**src/rtl/rv_isa_pkg.sv**
```systemverilog
// RV32I encoding constants shared by the instruction encoder and the decode-side immediate generator.
package rv_isa_pkg;

  typedef enum logic [2:0] {
    FMT_R = 3'd0,
    FMT_I = 3'd1,
    FMT_S = 3'd2,
    FMT_B = 3'd3,
    FMT_U = 3'd4,
    FMT_J = 3'd5
  } fmt_t;

  localparam logic [6:0] OP_R      = 7'b0110011;
  localparam logic [6:0] OP_IMM    = 7'b0010011;
  localparam logic [6:0] OP_STORE  = 7'b0100011;
  localparam logic [6:0] OP_BRANCH = 7'b1100011;
  localparam logic [6:0] OP_LUI    = 7'b0110111;
  localparam logic [6:0] OP_JAL    = 7'b1101111;

  localparam int IMM_I_MIN = -2048;
  localparam int IMM_I_MAX = 2047;
  localparam int IMM_B_MIN = -4096;
  localparam int IMM_B_MAX = 4094;
  localparam int IMM_J_MIN = -1048576;
  localparam int IMM_J_MAX = 1048574;

  function automatic logic imm_in_range(input logic [31:0] imm, input int lo, input int hi);
    return ($signed(imm) >= lo) && ($signed(imm) <= hi);
  endfunction

endpackage

```
**src/rtl/imm_pack.sv**
```systemverilog
// Scatters a full immediate into its instruction bit positions for one format and flags
// values the format cannot represent; illegal immediates pack as all zeros.
module imm_pack
  import rv_isa_pkg::*;
(
  input  logic [2:0]  fmt,
  input  logic [31:0] imm,
  output logic [31:0] imm_bits,
  output logic        err
);

  always_comb begin
    imm_bits = '0;
    err      = 1'b0;
    case (fmt)
      FMT_R: ;
      FMT_I: begin
        err      = !imm_in_range(imm, IMM_I_MIN, IMM_I_MAX);
        imm_bits = {imm[11:0], 20'b0};
      end
      FMT_S: begin
        err      = !imm_in_range(imm, IMM_I_MIN, IMM_I_MAX);
        imm_bits = {imm[11:5], 13'b0, imm[4:0], 7'b0};
      end
      FMT_B: begin
        err      = !imm_in_range(imm, IMM_B_MIN, IMM_B_MAX) || imm[0];
        imm_bits = {imm[12], imm[10:5], 13'b0, imm[4:1], imm[11], 7'b0};
      end
      FMT_U: begin
        err      = |imm[11:0];
        imm_bits = {imm[31:12], 12'b0};
      end
      FMT_J: begin
        err      = !imm_in_range(imm, IMM_J_MIN, IMM_J_MAX) || imm[0];
        imm_bits = {imm[20], imm[10:1], imm[11], imm[19:12], 12'b0};
      end
      default: err = 1'b1;
    endcase
    if (err) imm_bits = '0;
  end

endmodule

```
**src/rtl/instr_encoder.sv**
```systemverilog
// Two-stage RV32I encoder: S1 holds the fields and legality flag, S2 holds the packed word.
// Valid/ready on both sides with saturating delivered-word and error counters.
module instr_encoder
  import rv_isa_pkg::*;
#(
  parameter int CNT_W = 16
) (
  input  logic             clk,
  input  logic             rst_n,
  input  logic             in_valid,
  output logic             in_ready,
  input  logic [2:0]       in_fmt,
  input  logic [6:0]       in_opcode,
  input  logic [4:0]       in_rd,
  input  logic [4:0]       in_rs1,
  input  logic [4:0]       in_rs2,
  input  logic [2:0]       in_funct3,
  input  logic [6:0]       in_funct7,
  input  logic [31:0]      in_imm,
  output logic             out_valid,
  input  logic             out_ready,
  output logic [31:0]      out_instr,
  output logic             out_err,
  output logic [CNT_W-1:0] cnt_words,
  output logic [CNT_W-1:0] cnt_errs
);

  logic             s1_valid_q, s1_valid_d;
  logic [2:0]       s1_fmt_q, s1_fmt_d;
  logic [6:0]       s1_opcode_q, s1_opcode_d;
  logic [4:0]       s1_rd_q, s1_rd_d;
  logic [4:0]       s1_rs1_q, s1_rs1_d;
  logic [4:0]       s1_rs2_q, s1_rs2_d;
  logic [2:0]       s1_funct3_q, s1_funct3_d;
  logic [6:0]       s1_funct7_q, s1_funct7_d;
  logic [31:0]      s1_imm_bits_q, s1_imm_bits_d;
  logic             s1_err_q, s1_err_d;
  logic             out_valid_q, out_valid_d;
  logic [31:0]      out_instr_q, out_instr_d;
  logic             out_err_q, out_err_d;
  logic [CNT_W-1:0] cnt_words_q, cnt_words_d;
  logic [CNT_W-1:0] cnt_errs_q, cnt_errs_d;

  logic [31:0] pack_imm_bits;
  logic        pack_err;
  logic        s2_en;
  logic        in_fire;
  logic        out_fire;
  logic [31:0] word;

  imm_pack u_imm_pack (
    .fmt      (in_fmt),
    .imm      (in_imm),
    .imm_bits (pack_imm_bits),
    .err      (pack_err)
  );

  // in_ready is built from stage state and out_ready only, never from in_valid.
  assign s2_en    = !out_valid_q || out_ready;
  assign in_ready = !s1_valid_q || s2_en;
  assign in_fire  = in_valid && in_ready;
  assign out_fire = out_valid_q && out_ready;

  always_comb begin
    s1_valid_d    = s1_valid_q;
    s1_fmt_d      = s1_fmt_q;
    s1_opcode_d   = s1_opcode_q;
    s1_rd_d       = s1_rd_q;
    s1_rs1_d      = s1_rs1_q;
    s1_rs2_d      = s1_rs2_q;
    s1_funct3_d   = s1_funct3_q;
    s1_funct7_d   = s1_funct7_q;
    s1_imm_bits_d = s1_imm_bits_q;
    s1_err_d      = s1_err_q;
    if (in_ready) s1_valid_d = in_valid;
    if (in_fire) begin
      s1_fmt_d      = in_fmt;
      s1_opcode_d   = in_opcode;
      s1_rd_d       = in_rd;
      s1_rs1_d      = in_rs1;
      s1_rs2_d      = in_rs2;
      s1_funct3_d   = in_funct3;
      s1_funct7_d   = in_funct7;
      s1_imm_bits_d = pack_imm_bits;
      s1_err_d      = pack_err;
    end
  end

  // Non-immediate fields per format; immediate bits are OR-ed in already masked.
  always_comb begin
    word = '0;
    case (s1_fmt_q)
      FMT_R:        word = {s1_funct7_q, s1_rs2_q, s1_rs1_q, s1_funct3_q, s1_rd_q, s1_opcode_q};
      FMT_I:        word = {12'b0, s1_rs1_q, s1_funct3_q, s1_rd_q, s1_opcode_q};
      FMT_S, FMT_B: word = {7'b0, s1_rs2_q, s1_rs1_q, s1_funct3_q, 5'b0, s1_opcode_q};
      FMT_U, FMT_J: word = {20'b0, s1_rd_q, s1_opcode_q};
      default:      word = '0;
    endcase
    word = word | s1_imm_bits_q;
  end

  always_comb begin
    out_valid_d = out_valid_q;
    out_instr_d = out_instr_q;
    out_err_d   = out_err_q;
    if (s2_en) begin
      out_valid_d = s1_valid_q;
      if (s1_valid_q) begin
        out_instr_d = word;
        out_err_d   = s1_err_q;
      end
    end
    cnt_words_d = cnt_words_q;
    cnt_errs_d  = cnt_errs_q;
    if (out_fire && !(&cnt_words_q)) cnt_words_d = cnt_words_q + 1'b1;
    if (out_fire && out_err_q && !(&cnt_errs_q)) cnt_errs_d = cnt_errs_q + 1'b1;
  end

  always_ff @(posedge clk or negedge rst_n) begin
    if (!rst_n) begin
      s1_valid_q    <= 1'b0;
      s1_fmt_q      <= '0;
      s1_opcode_q   <= '0;
      s1_rd_q       <= '0;
      s1_rs1_q      <= '0;
      s1_rs2_q      <= '0;
      s1_funct3_q   <= '0;
      s1_funct7_q   <= '0;
      s1_imm_bits_q <= '0;
      s1_err_q      <= 1'b0;
      out_valid_q   <= 1'b0;
      out_instr_q   <= '0;
      out_err_q     <= 1'b0;
      cnt_words_q   <= '0;
      cnt_errs_q    <= '0;
    end else begin
      s1_valid_q    <= s1_valid_d;
      s1_fmt_q      <= s1_fmt_d;
      s1_opcode_q   <= s1_opcode_d;
      s1_rd_q       <= s1_rd_d;
      s1_rs1_q      <= s1_rs1_d;
      s1_rs2_q      <= s1_rs2_d;
      s1_funct3_q   <= s1_funct3_d;
      s1_funct7_q   <= s1_funct7_d;
      s1_imm_bits_q <= s1_imm_bits_d;
      s1_err_q      <= s1_err_d;
      out_valid_q   <= out_valid_d;
      out_instr_q   <= out_instr_d;
      out_err_q     <= out_err_d;
      cnt_words_q   <= cnt_words_d;
      cnt_errs_q    <= cnt_errs_d;
    end
  end

  assign out_valid = out_valid_q;
  assign out_instr = out_instr_q;
  assign out_err   = out_err_q;
  assign cnt_words = cnt_words_q;
  assign cnt_errs  = cnt_errs_q;

endmodule

```
**config.mk**
```make
export PLATFORM = sky130hd
export DESIGN_NAME = instr_encoder
export DESIGN_NICKNAME = d
export VERILOG_FILES = /design/src/rtl/rv_isa_pkg.sv /design/src/rtl/imm_pack.sv /design/src/rtl/instr_encoder.sv
export SDC_FILE = /design/constraint.sdc
export NUM_CORES = 1
export LEC_CHECK = 0
export BUFFER_PORTS_ARGS = -buffer_cell sky130_fd_sc_hd__clkbuf_2
export CORE_MARGIN = 2
export CORE_UTILIZATION = 40
export DETAILED_ROUTE_END_ITERATION = 16
export SYNTH_ARGS = -nofsm -noshare
export SYNTH_HDL_FRONTEND = slang
export SYNTH_SLANG_ARGS = --single-unit
```
**constraint.sdc**
```tcl
create_clock -name clk -period 2.3 [get_ports clk]
set_input_delay 0.23 -clock clk [delete_from_list [all_inputs] [get_ports clk]]
set_output_delay 0.23 -clock clk [all_outputs]
set_load 0.02 [all_outputs]
```
* Word level (Yosys, flattened, before mapping) *
Cells that the tools add are included.

operators by class
  add/subtract/negate cells = 2
  order comparisons = 6
  equality and inequality tests = 10
  mux-type cells = 4
  bitwise operators = 1
  reduce and logical (&&, ||, !) cells = 28

operator list
  kind                                                               number
  case mux 32 bit (5 select lines)                                   1
  case mux 32 bit (4 select lines)                                   1
  adder 16 x 1 -> 16 bit (second input constant)                     2
  >= comparator 32 x 12 -> 1 bit (second input constant)             1
  >= comparator 32 x 13 -> 1 bit (second input constant)             1
  >= comparator 32 x 21 -> 1 bit (second input constant)             1
  less-or-equal comparator 32 x 12 -> 1 bit (second input constant)  1
  less-or-equal comparator 32 x 13 -> 1 bit (second input constant)  1
  less-or-equal comparator 32 x 21 -> 1 bit (second input constant)  1
  two-way mux 32 bit                                                 1
  bitwise OR 32 bit                                                  1
  AND reduction 16 bit                                               2
  equality test 3 x 2 -> 1 bit (second input constant)               4
  equality test 3 bit (second input constant)                        4
  OR reduction 12 bit                                                1
  logical AND 1 bit                                                  8
  zero test 1 bit                                                    7
  equality test 3 x 1 -> 1 bit (second input constant)               2
  zero test 3 bit                                                    2
  OR reduction 2 bit                                                 3
  case mux 1 bit (5 select lines)                                    1
  logical OR 1 bit                                                   4
  AND reduction 2 bit                                                1

word-level totals
  register bits = 135
  output and inout port bits = 67

* Longest topological paths before layout *
  word-level depth = 6
  depth in mapped cells = 8
  mapped depth without buffers = 7

* Cells and area by module *
From an unflattened synthesis, not the netlist that was laid out.

unflattened totals
  cells, all modules = 572
  area total of the unflattened synthesis = 6,443.7 um^2

modules (own cells, without submodules)
  module         times used  cells an instance  area an instance (um^2)  seq. area each (um^2)
  instr_encoder  1           437                5,485.3                  3,378.2
  imm_pack       1           135                958.4                    0.0

* Worst setup path after synthesis *
Ideal clock, no wire load.

  path type = reg-to-reg
  start point = register cnt_words_q[10], in the netlist cnt_words[10]
  end point = register cnt_words_q[15], in the netlist cnt_words[15]
  setup time = 0.129 ns
  data arrival time = 1.761 ns
  path slack = 0.410 ns
  stages on the path, launching flop included = 6
  clock period less this slack = 1.890 ns
  cells stage by stage = dfrtp_1 > and4_1 > and3_1 > a2111oi_2 > nand4_1 > xnor2_1

between the ends
  cells in the longest elaborated chain, start to end = 3

ends and longest elaborated chain
  item                                                                            RTL line              text
  start: declaration                                                              instr_encoder.sv:41   logic [CNT_W-1:0] cnt_words_q, cnt_words_d;
  start signal: assignment                                                        instr_encoder.sv:150  cnt_words_q <= cnt_words_d;
  parallel branches: the longest is 3 deep, another holds adder 16 x 1 -> 16 bit  -

Parallel ways; which one is timed is not known.
A chain may end at the register's enable or synchronous reset.

* Final worst setup path *
  start point = register cnt_words_q[10], in the netlist cnt_words[10]
  end point = register cnt_words_q[6], in the netlist cnt_words[6]

between the ends
  cells in the longest elaborated chain, start to end = 3

ends and longest elaborated chain
  item                  RTL line              text
  AND reduction 16 bit  instr_encoder.sv:115  if (out_fire && !(&cnt_words_q)) cnt_words_d = cnt_words_q + 1'b1;
  zero test 1 bit       instr_encoder.sv:115
  logical AND 1 bit     instr_encoder.sv:115

Every way passes these cells.

==> summary.md <==
| Metric | Value |
|---|---|
| Status | `finished clean` |
| Sequential-to-total area share from yosys stat | `56.9%` |
| Io pins | `138` |
| Crit path kind | `flip-flop to flip-flop` |
| Post-CTS Resized | `0` |
| Vias in the first global route | `4317` |
| Via count | `4490` |
| Root buffer cell | `clkbuf_16` |
| Row cnt | `43` |
| Pre-antenna DRT Iters | `4` |
| Ys flop type | `dfrtp_1` |
| Total wire length | `13800 um` |
| Largest net degree at the start of global routing | `58` |
| Syn Nets | `590` |
| IO buf count | `137` |
| Worst-Margin Slew | `0.610 ns` |
| First-pass GRT wire length | `22100 um` |
| Flops & latches, synth | `128` |
| Buf+Inv Stages, Crit Path | `0` |
| Sink Count | `128` |
| CP startpoint | `cnt_words[10]` |
| Slew margin rel. | `59.2%` |
| Final #Nets | `736` |
| Synth Instances | `517` |
| Total gr overflow | `0` |
| Startpoint Class | `flip-flop` |
| CP delay by family, top | `simple AND/OR/NAND/NOR gates` |
| H-tree Lvls | `4` |
| CP Capture Point | `cnt_words[6]` |
| Post-route ant nets | `0` |
| CP required | `2.59 ns` |
| All-layer global routing usage | `19.2%` |
| Ys Warns | `0` |
| Fin. Hold Viols | `0` |
| Setup TNS | `0 ns` |
| Hold_buf cts | `1` |
| Ys async rst share | `100%` |
| Leak | `3.40 nW` |
| Core area | `13800 um2` |
| Share of post-route cells with drive strength above 1 | `33.4%` |
| Synthesis-to-finish area growth | `28.9%` |
| Crit. End Element | `flip-flop` |
| CP max FO | `7` |
| Cts bufs inserted | `17` |
| Flop2flop setup slack | `0.31 ns` |
| Reg2reg path depth | `6` |
| CTS clk-pin slew, worst paths | `0.05 ns` |
| # setup viols final | `0` |
| Initial antenna violation count | `0` |
| Crit-path slowest cell | `dfrtp_1` |
| Post-CTS Setup Bufs | `0` |
| CTS max path bufs | `2` |
| Finished Cell Area | `7250 um2` |
| Max VDD drop | `0.000526 V` |
| Die Span Y | `123 um` |
| Number of flops mapped to enable cells by yosys | `0` |
| Vias per inst | `5.25` |
| ANT cells | `0` |
| Max Fclk | `502 MHz` |
| HP Class | `input pin to flip-flop` |
| DR WL/cell | `16.1 um` |
| Netlist cell types | `44` |
| Max incr delay on CP | `0.44 ns` |
| Final Cycle Share | `86.6%` |
| R2R Path Start | `cnt_words[10]` |
| Final HPWL DP | `10000 um` |
| DRT iter0 DRCs | `233` |
| RSZ-0062 raised after global routing | `no` |
| Netlist Area Pre-Place | `5630 um2` |
| Clk_skew | `0.00948 ns` |
| Die area | `15000 um2` |
| Utilization after layout | `52.5%` |
| GPL Wtd Cong | `0.887` |
| Clock latency on the worst-skew pair | `0.41 ns` |
| Avg Synthesized Cell Area | `10.9 um2` |
| Pwr per Cell Area | `1000 nW/um2` |
| Max-cap violations | `0` |
| Die Span X | `123 um` |
| Crit path DAT | `2.28 ns` |
| Placed cell areas | `6570 um2` |
| DR DRC count | `0` |
| Critical path depth in cells | `6` |
| Final max-slew violation count | `0` |
| Critical R2R Capture | `cnt_words[6]` |
| Critical-path cell list | `and4_1 > and3_1 > a21oi_2 > nor2b_1 > nand3_1 > xnor2_1` |
| Starting Density | `40.7%` |
| Fillcell total | `1250` |
| TritonCTS clock tree | `built` |
| Minimum clock period | `1.99 ns` |
## per-stage QoR
stage / setup WS (ns) / hold slack, ns / cells / total power [mW]
4_1_cts: 0.326 / 0.0299 / 856 / 7.35
2_1_floorplan: 0.410 / -0.0656 / 517 / 3.70
3_3_place_gp: 0.336 / 0.177 / 823 / 4.25
3_5_place_dp: 0.249 / 0.180 / 823 / 4.30
6_report: 0.307 / 0.0515 / 856 / 7.27
5_1_grt: 0.164 / 0.0337 / 856 / 7.63
## worst min-delay path by stage
stage | start | end | slack [ns] | cells past startpoint
final | in_rs2[2] | s1_rs2_q[2] | 0.05 | 2
after global routing | in_opcode[1] | s1_opcode_q[1] | 0.03 | 2
after CTS | in_rs2[2] | s1_rs2_q[2] | 0.03 | 2
after detailed placement | rst_n | cnt_errs[9] | 0.18 | 1
after global placement | rst_n | cnt_errs[8] | 0.18 | 1
after floorplan | rst_n | cnt_errs[0] | -0.07 | 0
## cell families after synthesis
kind of cell,after synthesis,share of synthesized area (%)
buffers and inverters,29,2.09
AOI/OAI and AO/OA,122,13.8
adders and majority gates,2,0.444
DFF,128,56.9
xor gates and xnor gates,30,4.67
and+or+nand+nor,169,14.7
muxes,37,7.40
## report_power, final
| part | switching, mW | internal, mW | total [mW] |
|---|---|---|---|
| Combinational | 0.842 | 0.526 | 1.37 |
| Clock | 0.945 | 2.07 | 3.01 |
| Sequential | 0.288 | 2.61 | 2.89 |
| Total | 2.08 | 5.20 | 7.27 |
## sequential cells by signal, summed over array words and instances (netlist names)
register       count
cnt_errs          16
cnt_words         16
out_err            1
out_instr         32
out_valid          1
s1_err_q           1
s1_fmt_q           3
s1_funct3_q        3
s1_funct7_q        7
s1_imm_bits_q     25
s1_opcode_q        7
s1_rd_q            5
s1_rs1_q           5
s1_rs2_q           5
s1_valid_q         1
## cells in the final DEF, fill, tap and decap left out, drive strengths merged, types with 2 or more instances in the layout
| cell type | synthesis | final |
|---|---|---|
| nand4 | 17 | 17 |
| o21ai | 47 | 47 |
| a32o | 5 | 5 |
| nand3b | 2 | 2 |
| ha | 2 | 2 |
| bufinv | 0 | 5 |
| nand2 | 76 | 76 |
| mux2 | 37 | 37 |
| nor2 | 18 | 18 |
| dfrtp | 128 | 128 |
| inv | 9 | 9 |
| clkinv | 0 | 3 |
| a31oi | 3 | 3 |
| a22o | 8 | 8 |
| xnor2 | 18 | 18 |
| o31ai | 4 | 4 |
| clkbuf | 17 | 159 |
| nor2b | 2 | 2 |
| and3 | 10 | 10 |
| nand3 | 16 | 16 |
| nor3 | 8 | 8 |
| a21oi | 37 | 37 |
| nand2b | 6 | 6 |
| nor4 | 9 | 9 |
| xor2 | 12 | 12 |
| buf | 3 | 10 |
| a22oi | 11 | 11 |
| o2111ai | 2 | 2 |
## layout make-up
class	instances	area, um2	area share, %
timing repair buffer	147	803	11.1
sequential	128	3200	44.2
multi-input combinational	360	2310	31.9
tap	180	225	3.11
clock buffer	23	498	6.87
inverter	9	33.8	0.466
clock inverter	9	176	2.43
## synth_stat cells, drive strengths merged, types with 2 or more instances
master   number  area share, %
a31oi         3           0.33
nor2         18            1.2
mux2         37            7.4
nand3b        2           0.27
and3         10            1.1
nand2        76            5.1
o2111ai       2           0.31
nor3          8           0.80
a22oi        11            1.5
inv           9           0.60
clkbuf       17            1.1
a32o          5           0.89
nand2b        6           0.67
buf           3           0.36
a21oi        37            3.4
xor2         12            1.9
o31ai         4            1.0
o21ai        47            4.2
nand3        16            1.5
nor4          9            1.3
dfrtp       128             57
ha            2           0.44
nand4        17            1.9
xnor2        18            2.8
nor2b         2           0.22
a22o          8            1.2
## worst reg2reg max path: cells and delay by family (launching register included)
kind                      cells  cell delay, ns
AOI/OAI and AO/OA             1            0.31
xor gates and xnor gates      1            0.15
DFF                           1            0.44
and+or+nand+nor               4            0.98
## per-layer routing
| metal | share of wire [%] | vias up | GRT usage [%] |
|---|---|---|---|
| met2 | 46 | 150 | 29.3 |
| met3 | 5.8 | 11 | 4.55 |
| met1 | 47 | 2180 | 27.0 |
| met5 | 0 | - | 0 |
| met4 | 0.79 | 0 | 6.68 |
| li1 | - | 2149 | - |
Power figures use the tool's default switching activity.
